$ cat config.mk
export PLATFORM = sky130hd
export DESIGN_NAME = digit_serial_addsub_flat
export DESIGN_NICKNAME = d
export VERILOG_FILES = /design/src/rtl/serial_arith_pkg.sv /design/src/rtl/digit_serial_addsub_if.sv /design/src/rtl/digit_adder.sv /design/src/rtl/digit_serial_addsub.sv /design/src/flat_wrapper.sv
export SDC_FILE = /design/constraint.sdc
export NUM_CORES = 1
export LEC_CHECK = 0
export ABC_AREA = 1
export CAP_MARGIN = 20
export CORE_UTILIZATION = 30
export CTS_BUF_LIST = sky130_fd_sc_hd__clkbuf_4 sky130_fd_sc_hd__clkbuf_8 sky130_fd_sc_hd__clkbuf_16
export CTS_CLUSTER_SIZE = 20
export DETAILED_ROUTE_END_ITERATION = 8
export PLACE_DENSITY = 0.62
export SLEW_MARGIN = 0
export SYNTH_ARGS = -nofsm -noshare
export SYNTH_HDL_FRONTEND = slang
export SYNTH_SLANG_ARGS = --single-unit
export TNS_END_PERCENT = 20
$ cat constraint.sdc
create_clock -name clk -period 5 [get_ports clk]
set_input_delay 1 -clock clk [delete_from_list [all_inputs] [get_ports clk]]
set_output_delay 1 -clock clk [all_outputs]
set_load 0.02 [all_outputs]
$ cat src/rtl/serial_arith_pkg.sv
// serial_arith_pkg: shared state encoding and sizing helpers for the serial arithmetic blocks.
package serial_arith_pkg;
    typedef enum logic [1:0] {IDLE, RUN, DONE} state_t;
    function automatic int ndig(input int w, input int d);
        return w / d;
    endfunction
    function automatic int cnt_width(input int w, input int d);
        return $clog2(w / d) + 1;
    endfunction
endpackage

$ cat src/rtl/digit_serial_addsub_if.sv
// digit_serial_addsub_if: operand/result handshake bundle for the digit-serial adder/subtractor.
interface digit_serial_addsub_if #(parameter int WORDWIDTH = 16);
    logic                 in_valid, in_ready, sub, out_valid, out_ready, cout, ovf, busy;
    logic [WORDWIDTH-1:0] a_in, b_in, sum_out;
    modport master(output in_valid, a_in, b_in, sub, out_ready,
                   input in_ready, out_valid, sum_out, cout, ovf, busy);
    modport slave(input in_valid, a_in, b_in, sub, out_ready,
                  output in_ready, out_valid, sum_out, cout, ovf, busy);
endinterface

$ cat src/rtl/digit_adder.sv
// digit_adder: combinational WIDTH-bit adder exposing carry into the MSB for overflow detection.
module digit_adder #(
    parameter int WIDTH = 4
) (
    input  logic [WIDTH-1:0] a,
    input  logic [WIDTH-1:0] b,
    input  logic             cin,
    output logic [WIDTH-1:0] sum,
    output logic             cout,
    output logic             c_msb
);
    logic [WIDTH:0] full;
    assign full  = {1'b0, a} + {1'b0, b} + {{WIDTH{1'b0}}, cin};
    assign sum   = full[WIDTH-1:0];
    assign cout  = full[WIDTH];
    // Carry into the top bit falls out of the top bit's sum relation.
    assign c_msb = a[WIDTH-1] ^ b[WIDTH-1] ^ sum[WIDTH-1];
endmodule

$ cat src/rtl/digit_serial_addsub.sv
// digit_serial_addsub: DIGITWIDTH-bit-per-cycle adder/subtractor with valid/ready on both sides.
module digit_serial_addsub
    import serial_arith_pkg::*;
#(
    parameter int WORDWIDTH  = 16,
    parameter int DIGITWIDTH = 4
) (
    input logic                  clk,
    input logic                  rst_n,
    digit_serial_addsub_if.slave bus
);
    if (DIGITWIDTH < 1 || WORDWIDTH % DIGITWIDTH != 0) begin : g_bad_params
        $error("DIGITWIDTH must be >= 1 and divide WORDWIDTH");
    end

    localparam int NDIG = ndig(WORDWIDTH, DIGITWIDTH);
    localparam int CW   = cnt_width(WORDWIDTH, DIGITWIDTH);

    state_t                state_q, state_d;
    logic [WORDWIDTH-1:0]  a_q, a_d, b_q, b_d, sum_q, sum_d;
    logic                  carry_q, carry_d, cout_q, cout_d, ovf_q, ovf_d;
    logic [CW-1:0]         cnt_q, cnt_d;
    logic [DIGITWIDTH-1:0] dsum;
    logic                  dcout, dcmsb, last;

    digit_adder #(.WIDTH(DIGITWIDTH)) u_add (
        .a    (a_q[DIGITWIDTH-1:0]),
        .b    (b_q[DIGITWIDTH-1:0]),
        .cin  (carry_q),
        .sum  (dsum),
        .cout (dcout),
        .c_msb(dcmsb)
    );

    assign last          = cnt_q == CW'(NDIG - 1);
    assign bus.in_ready  = state_q == IDLE;
    assign bus.out_valid = state_q == DONE;
    assign bus.busy      = state_q != IDLE;
    assign bus.sum_out   = sum_q;
    assign bus.cout      = cout_q;
    assign bus.ovf       = ovf_q;

    always_comb begin
        state_d = state_q;
        a_d     = a_q;
        b_d     = b_q;
        carry_d = carry_q;
        cnt_d   = cnt_q;
        sum_d   = sum_q;
        cout_d  = cout_q;
        ovf_d   = ovf_q;
        case (state_q)
            IDLE: if (bus.in_valid) begin
                a_d     = bus.a_in;
                b_d     = bus.sub ? ~bus.b_in : bus.b_in;
                carry_d = bus.sub;
                cnt_d   = '0;
                state_d = RUN;
            end
            RUN: begin
                // A doubles as the result register: sum digits enter from the top as operand digits leave.
                a_d     = (a_q >> DIGITWIDTH) | (WORDWIDTH'(dsum) << (WORDWIDTH - DIGITWIDTH));
                b_d     = b_q >> DIGITWIDTH;
                carry_d = dcout;
                cnt_d   = cnt_q + CW'(1);
                if (last) begin
                    sum_d   = a_d;
                    cout_d  = dcout;
                    ovf_d   = dcmsb ^ dcout;
                    state_d = DONE;
                end
            end
            DONE: if (bus.out_ready) state_d = IDLE;
            default: state_d = IDLE;
        endcase
    end

    always_ff @(posedge clk or negedge rst_n) begin
        if (!rst_n) begin
            state_q <= IDLE;
            a_q     <= '0;
            b_q     <= '0;
            carry_q <= 1'b0;
            cnt_q   <= '0;
            sum_q   <= '0;
            cout_q  <= 1'b0;
            ovf_q   <= 1'b0;
        end else begin
            state_q <= state_d;
            a_q     <= a_d;
            b_q     <= b_d;
            carry_q <= carry_d;
            cnt_q   <= cnt_d;
            sum_q   <= sum_d;
            cout_q  <= cout_d;
            ovf_q   <= ovf_d;
        end
    end
endmodule

$ cat src/flat_wrapper.sv
// flat-port wrapper written by rule: the top's interface ports become plain ports
module digit_serial_addsub_flat import serial_arith_pkg::*;
#(
    parameter int WORDWIDTH  = 16,
    parameter int DIGITWIDTH = 4
)
  (clk, rst_n, bus_in_valid, bus_a_in, bus_b_in, bus_sub, bus_out_ready, bus_in_ready, bus_out_valid, bus_sum_out, bus_cout, bus_ovf, bus_busy);
  digit_serial_addsub_if #(.WORDWIDTH(WORDWIDTH)) bus_i ();
  input logic clk;
  input logic rst_n;
  input wire logic [$bits(bus_i.in_valid)-1:0] bus_in_valid;
  input wire logic [$bits(bus_i.a_in)-1:0] bus_a_in;
  input wire logic [$bits(bus_i.b_in)-1:0] bus_b_in;
  input wire logic [$bits(bus_i.sub)-1:0] bus_sub;
  input wire logic [$bits(bus_i.out_ready)-1:0] bus_out_ready;
  output wire logic [$bits(bus_i.in_ready)-1:0] bus_in_ready;
  output wire logic [$bits(bus_i.out_valid)-1:0] bus_out_valid;
  output wire logic [$bits(bus_i.sum_out)-1:0] bus_sum_out;
  output wire logic [$bits(bus_i.cout)-1:0] bus_cout;
  output wire logic [$bits(bus_i.ovf)-1:0] bus_ovf;
  output wire logic [$bits(bus_i.busy)-1:0] bus_busy;
  assign bus_i.in_valid = bus_in_valid;
  assign bus_i.a_in = bus_a_in;
  assign bus_i.b_in = bus_b_in;
  assign bus_i.sub = bus_sub;
  assign bus_i.out_ready = bus_out_ready;
  assign bus_in_ready = bus_i.in_ready;
  assign bus_out_valid = bus_i.out_valid;
  assign bus_sum_out = bus_i.sum_out;
  assign bus_cout = bus_i.cout;
  assign bus_ovf = bus_i.ovf;
  assign bus_busy = bus_i.busy;
  digit_serial_addsub #(.WORDWIDTH(WORDWIDTH), .DIGITWIDTH(DIGITWIDTH)) u_core (.clk(clk), .rst_n(rst_n), .bus(bus_i));
endmodule
==> results.py, run 1 <==
metrics = {
    "flow_run": {
        "cap_violations": 0,
    },
    "worst_setup_path": {
        "r2r-start": "u_core.carry_q",
        "path_class": "register to primary output",
        "cp.required_ps": 4000,
        "start_kind": "register",
        "cp_max_fo": 4,
        "startpoint": "u_core.state_q[0]",
        "r2r_setup_slack_ps": 3030,
        "reg2reg_to": "u_core.bus.ovf",
        "crit_arrival_ps": 1530,
        "worstSetupEndpointType": "primary output",
        "crit_end": "bus_in_ready",
        "r2r_cells": 8,
    },
    "place": {
        "port_buffers": 57,
        "gp_congestion": 0.799,
        "hpwl_um": 3940,
        "dpl_cell_area_um2": 3270,
    },
    "timing": {
        "timing.final.crit_share_pct": 50.7,
        "tns_ps": 0,
        "rsz0062_at_grt": "false",
        "skew_ps": 7.80,
        "finalHoldViolCount": 0,
        "max_freq_mhz": 395,
        "tightest_slew_ps": 890,
        "setup_viol": 0,
        "finalMaxSlewViolations": 0,
        "fin_crit_ps": 2530,
        "relSlewSlack_pct": 40.5,
    },
    "routing": {
        "vias": 2102,
        "routed_wl_um": 5820,
        "drtAntennaViolNets": 0,
        "post_drt_wl_per_cell_um": 12.4,
        "dr.pass1.iters": 4,
        "drc_errors": 0,
        "viasPerCell": 4.47,
        "first_iter_violations": 107,
    },
    "clocking": {
        "ctsResizeCount": 0,
        "htree_num_levels": 2,
        "insertion_delay_ps": 310,
        "cts-buffers-inserted": 5,
        "cts_tree": "done",
        "clkSlewWorstSetupHoldPaths_ps": 100,
        "clock-sinks": 56,
        "post_cts_buffers": 0,
        "cts_buffer_depth": 2,
        "postCtsHoldBufs": 0,
        "cts_root_buf": "clkbuf_8",
    },
    "floorplan": {
        "io_pins": 58,
        "coreArea_um2": 8380,
        "die_h_um": 96.2,
        "placementRows": 33,
        "start_util_pct": 31.7,
        "die_x_um": 96.2,
        "dieArea_um2": 9250,
    },
    "yosys": {
        "yosys_warnings": 0,
        "ys_ff_latch": 56,
        "synth.avg_cell_area_um2": 8.50,
        "synthCells": 313,
        "ys_seq_area_share_pct": 52.7,
        "syn_area_um2": 2660,
        "synth_nets": 357,
        "ys_types": 24,
    },
    "global_routing": {
        "grt_usage_pct": 13.8,
        "gr-total-overflow": 0,
        "antenna_found_initial": 0,
        "grt_pass1_vias": 2036,
        "grt_max_degree": 57,
        "grt_pass1_wl_um": 9640,
    },
    "final_layout": {
        "final_common_cell": "nand2_1",
        "nets": 408,
        "drive_gt1_share_pct": 5.48,
        "area_growth_syn_to_layout_pct": 26.7,
        "final_util_pct": 40.2,
        "final_area_um2": 3370,
        "layout_common_cells": "nand2_1, clkdlybuf4s50_1, dfrtp_1",
        "antenna_cells": 0,
    },
    "hold_path": {
        "worstHoldPathType": "register to register",
        "whs_path_depth": 2,
    },
    "pwr": {
        "ir_worst_vdd_uv": 329,
        "power.leakage_nw": 1.63,
        "total_power_mw": 1.98,
        "power.density_nw_per_um2": 586,
    },
    "outcome": {
        "outcome": "complete, no violations",
    },
}
[state kept, by name, summed over array words and instances, names as in the netlist]
| signal | cells |
|---|---|
| u_core.cnt_q | 3 |
| u_core.state_q | 2 |
| u_core.bus.sum_out | 16 |
| u_core.a_q | 16 |
| u_core.bus.ovf | 1 |
| u_core.b_q | 16 |
| u_core.bus.cout | 1 |
| u_core.carry_q | 1 |
[cell type report]
| class | instances | area, µm² |
|---|---|---|
| Clock buffer | 7 | 90.1 |
| Clock inverter | 1 | 7.51 |
| Fill cell | 865 | 5010 |
| Inverter | 13 | 53.8 |
| Multi-Input combinational cell | 230 | 1110 |
| Sequential cell | 56 | 1400 |
| Tap cell | 105 | 131 |
| Timing Repair Buffer | 58 | 573 |
[synth_stat cells (all sizes together)]
library cell / number / share of area [%]
o31ai: 1 / 0.28
nand2: 154 / 22
o22ai: 1 / 0.24
nand3: 34 / 6.4
o211ai: 1 / 0.28
dfrtp: 56 / 53
fa: 2 / 1.5
xnor2: 4 / 1.3
nor2: 7 / 1.3
o21ai: 6 / 1.1
ha: 5 / 2.4
a21oi: 1 / 0.19
inv: 13 / 2.0
buf: 14 / 3.4
xor2: 13 / 4.3
a22o: 1 / 0.33
[cell families (layout without fill, tap and decap cells)]
group                    count (synthesis)  after routing  share of synthesized area, %
flip-flops                              56             56                          52.7
XOR/XNOR                                17             17                          5.60
AND/OR/NAND/NOR                        195            195                          30.0
adder cells (fa/ha/maj)                  7              7                          3.86
AO/OA/AOI/OAI                           11             11                          2.45
buffers and inverters                   27             79                          5.46
[per-stage QoR]
stage | hold slack [ps] | instances | setup slack [ps]
after floorplan | 450 | 313 | 3050
after global placement | 465 | 462 | 2460
after detailed placement | 467 | 462 | 2440
after CTS | 493 | 470 | 2440
after global routing | 511 | 470 | 2390
final | 488 | 470 | 2470
[layer usage]
layer  GRT usage, %  wire length (µm)
met1           18.6              2840
met4           4.48                63
met3           2.92               276
met5              0                 0
met2           22.1              2630
[worst min path at each step]
| stage | to | slack (ps) | from |
|---|---|---|---|
| final | u_core.bus.sum_out[0] | 490 | u_core.bus.sum_out[0] |
| after global routing | u_core.bus.sum_out[13] | 510 | u_core.bus.sum_out[13] |
| after CTS | u_core.bus.sum_out[1] | 490 | u_core.bus.sum_out[1] |
| after detailed placement | u_core.bus.sum_out[5] | 470 | u_core.bus.sum_out[5] |
| after global placement | u_core.bus.sum_out[1] | 460 | u_core.bus.sum_out[1] |
| after floorplan | u_core.cnt_q[0] | 450 | u_core.cnt_q[0] |
[critical path: stages (launching register included)]
cell and delay [ps]:
dfrtp_1 450, nor2_1 160, clkdlybuf4s50_1 620
[power by group]
part	switching (mW)	internal [mW]	leakage, nW
logic	0.557	0.374	0.865
registers	0.130	0.652	0.713
clock network	0.146	0.118	0.0479
No activity file was read; power rests on OpenSTA's default activity.
==> run 2, diff against run 1 <==
--- a/config.mk
+++ b/config.mk
@@ -11,7 +11,7 @@
 export CTS_BUF_LIST = sky130_fd_sc_hd__clkbuf_4 sky130_fd_sc_hd__clkbuf_8 sky130_fd_sc_hd__clkbuf_16
 export CTS_CLUSTER_SIZE = 20
 export DETAILED_ROUTE_END_ITERATION = 8
-export PLACE_DENSITY = 0.62
+export PLACE_DENSITY = 0.64
 export SLEW_MARGIN = 0
 export SYNTH_ARGS = -nofsm -noshare
 export SYNTH_HDL_FRONTEND = slang
==> constraint.sdc (replaced) <==
create_clock -name clk -period 2.3 [get_ports clk]
set_input_delay 0.46 -clock clk [delete_from_list [all_inputs] [get_ports clk]]
set_output_delay 0.46 -clock clk [all_outputs]
set_load 0.02 [all_outputs]
==> results.py, run 2 (same netlist as run 1, synthesis figures left out) <==
metrics = {
    "clocking": {
        "clock-sinks": 56,
        "post_cts_buffers": 0,
        "clkSlewWorstSetupHoldPaths_ps": 100,
        "cts_root_buf": "clkbuf_8",
        "cts_buffer_depth": 2,
        "ctsResizeCount": 0,
        "postCtsHoldBufs": 0,
        "insertion_delay_ps": 310,
        "htree_num_levels": 2,
        "cts_tree": "done",
        "cts-buffers-inserted": 5,
    },
    "final_layout": {
        "area_growth_syn_to_layout_pct": 29.1,
        "drive_gt1_share_pct": 6.76,
        "layout_common_cells": "nand2_1, clkdlybuf4s50_1, dfrtp_1",
        "final_common_cell": "nand2_1",
        "seqCellArea_um2": 1400,
        "multiInputGateArea_um2": 1110,
        "antenna_cells": 0,
        "n_fill_cell": 865,
        "nets": 413,
    },
    "timing": {
        "max_freq_mhz": 501,
        "finalHoldViolCount": 0,
        "skew_ps": 4.82,
        "tightest_slew_ps": 829,
        "setup_viol": 0,
        "fin_hold_ws_ps": 235,
        "rsz0062_at_grt": "false",
        "fin_crit_ps": 2000,
        "timing.final.crit_share_pct": 86.9,
        "tns_ps": 0,
        "relSlewSlack_pct": 44.7,
        "finalMaxSlewViolations": 0,
    },
    "routing": {
        "drc_errors": 0,
        "dr.pass1.iters": 4,
        "viasPerCell": 4.55,
        "routed_wl_um": 6040,
        "drtAntennaViolNets": 0,
        "first_iter_violations": 147,
        "post_drt_wl_per_cell_um": 12.7,
        "vias": 2161,
    },
    "worst_setup_path": {
        "start_kind": "register",
        "cp_max_fo": 4,
        "crit_arrival_ps": 1540,
        "max_stage_delay_ps": 620,
        "path_class": "register to primary output",
        "r2r_setup_slack_ps": 380,
        "cp.required_ps": 1840,
        "cp_slowest_cell": "clkdlybuf4s50_1",
        "critPathTopFamily": "buffers and inverters",
        "cp_cell_sequence": "nor2_1, clkdlybuf4s50_1",
        "path_buf_inv": 1,
        "worstSetupEndpointType": "primary output",
    },
    "floorplan": {
        "die_x_um": 96.2,
        "die_h_um": 96.2,
        "dieArea_um2": 9250,
        "start_util_pct": 31.7,
        "io_pins": 58,
        "placementRows": 33,
        "coreArea_um2": 8380,
    },
    "pwr": {
        "p_switching_mw": 1.83,
        "power.leakage_nw": 1.66,
        "power.density_nw_per_um2": 1280,
        "power_frac_seq_pct": 39.0,
        "internal_power_mw": 2.55,
        "ir_worst_vdd_uv": 527,
        "clkPwrFrac_pct": 13.2,
        "switching_share_pct": 41.7,
        "combPwrFrac_pct": 47.8,
    },
    "place": {
        "hpwl_um": 4390,
        "port_buffers": 57,
        "gp_congestion": 0.771,
    },
    "global_routing": {
        "grt_pass1_vias": 2084,
        "grt_max_degree": 38,
        "antenna_found_initial": 0,
        "gr-total-overflow": 0,
        "grt_usage_pct": 13.9,
        "grt_pass1_wl_um": 9790,
    },
    "flow_run": {
        "cap_violations": 0,
    },
    "outcome": {
        "outcome": "complete, no violations",
    },
    "hold_path": {
        "worstHoldPathType": "primary input to asynchronous set/reset pin",
    },
}
## run 2: cell count changes in the layout (fill, tap and decap cells not counted), sizes merged
| cell | change |
|---|---|
| buf | +5 |
## run 2: metrics by stage
step	total power, mW	utilization [%]	instances	setup slack [ps]	area [µm²]
floorplan	3.09	-	313	541	2660
global placement	3.78	39.8	467	479	3340
detailed placement	3.85	39.8	467	413	3340
CTS	4.43	41.0	475	279	3430
global route	4.74	41.0	475	215	3430
finish	4.38	41.0	475	302	3430
## run 2: layer usage
layer / global-route usage, % / share of wire, % / routed length [µm] / vias up
met5: 0 / 0 / 0 / -
met4: 4.73 / 1.4 / 83 / 0
met3: 2.92 / 4.8 / 290 / 8
met2: 21.9 / 46 / 2800 / 48
met1: 19.0 / 47 / 2870 / 1014
li1: - / - / - / 1091
## run 2: path summary, 6_finish.rpt
check | start | endpoint | cells past startpoint
worst max register to register | u_core.carry_q | u_core.bus.ovf | 8
max in group asynchronous | rst_n | u_core.b_q[2] | 2
worst min-delay path | rst_n | u_core.a_q[9] | 1
worst max-delay path | u_core.state_q[0] | bus_in_ready | 2
worst min register to register | u_core.bus.sum_out[1] | u_core.bus.sum_out[1] | 2
min in group clk | u_core.bus.sum_out[1] | u_core.bus.sum_out[1] | 2
## run 2: power by group through the flow
stage               registers, mW  clock network (mW)  logic, mW
floorplan                    1.81                   0       1.28
global placement             1.71                   0       2.07
detailed placement           1.73                   0       2.12
CTS                          1.71               0.592       2.13
global route                 1.76               0.633       2.35
finish                       1.71               0.579       2.09
## run 2: area by class of cell
| type | instances | share of cell area, % |
|---|---|---|
| clock inverter | 1 | 0.219 |
| clock buffer | 7 | 2.62 |
| sequential | 56 | 40.8 |
| timing repair buffer | 63 | 18.5 |
| inverter | 13 | 1.57 |
| tap | 105 | 3.83 |
| multi-input combinational | 230 | 32.4 |
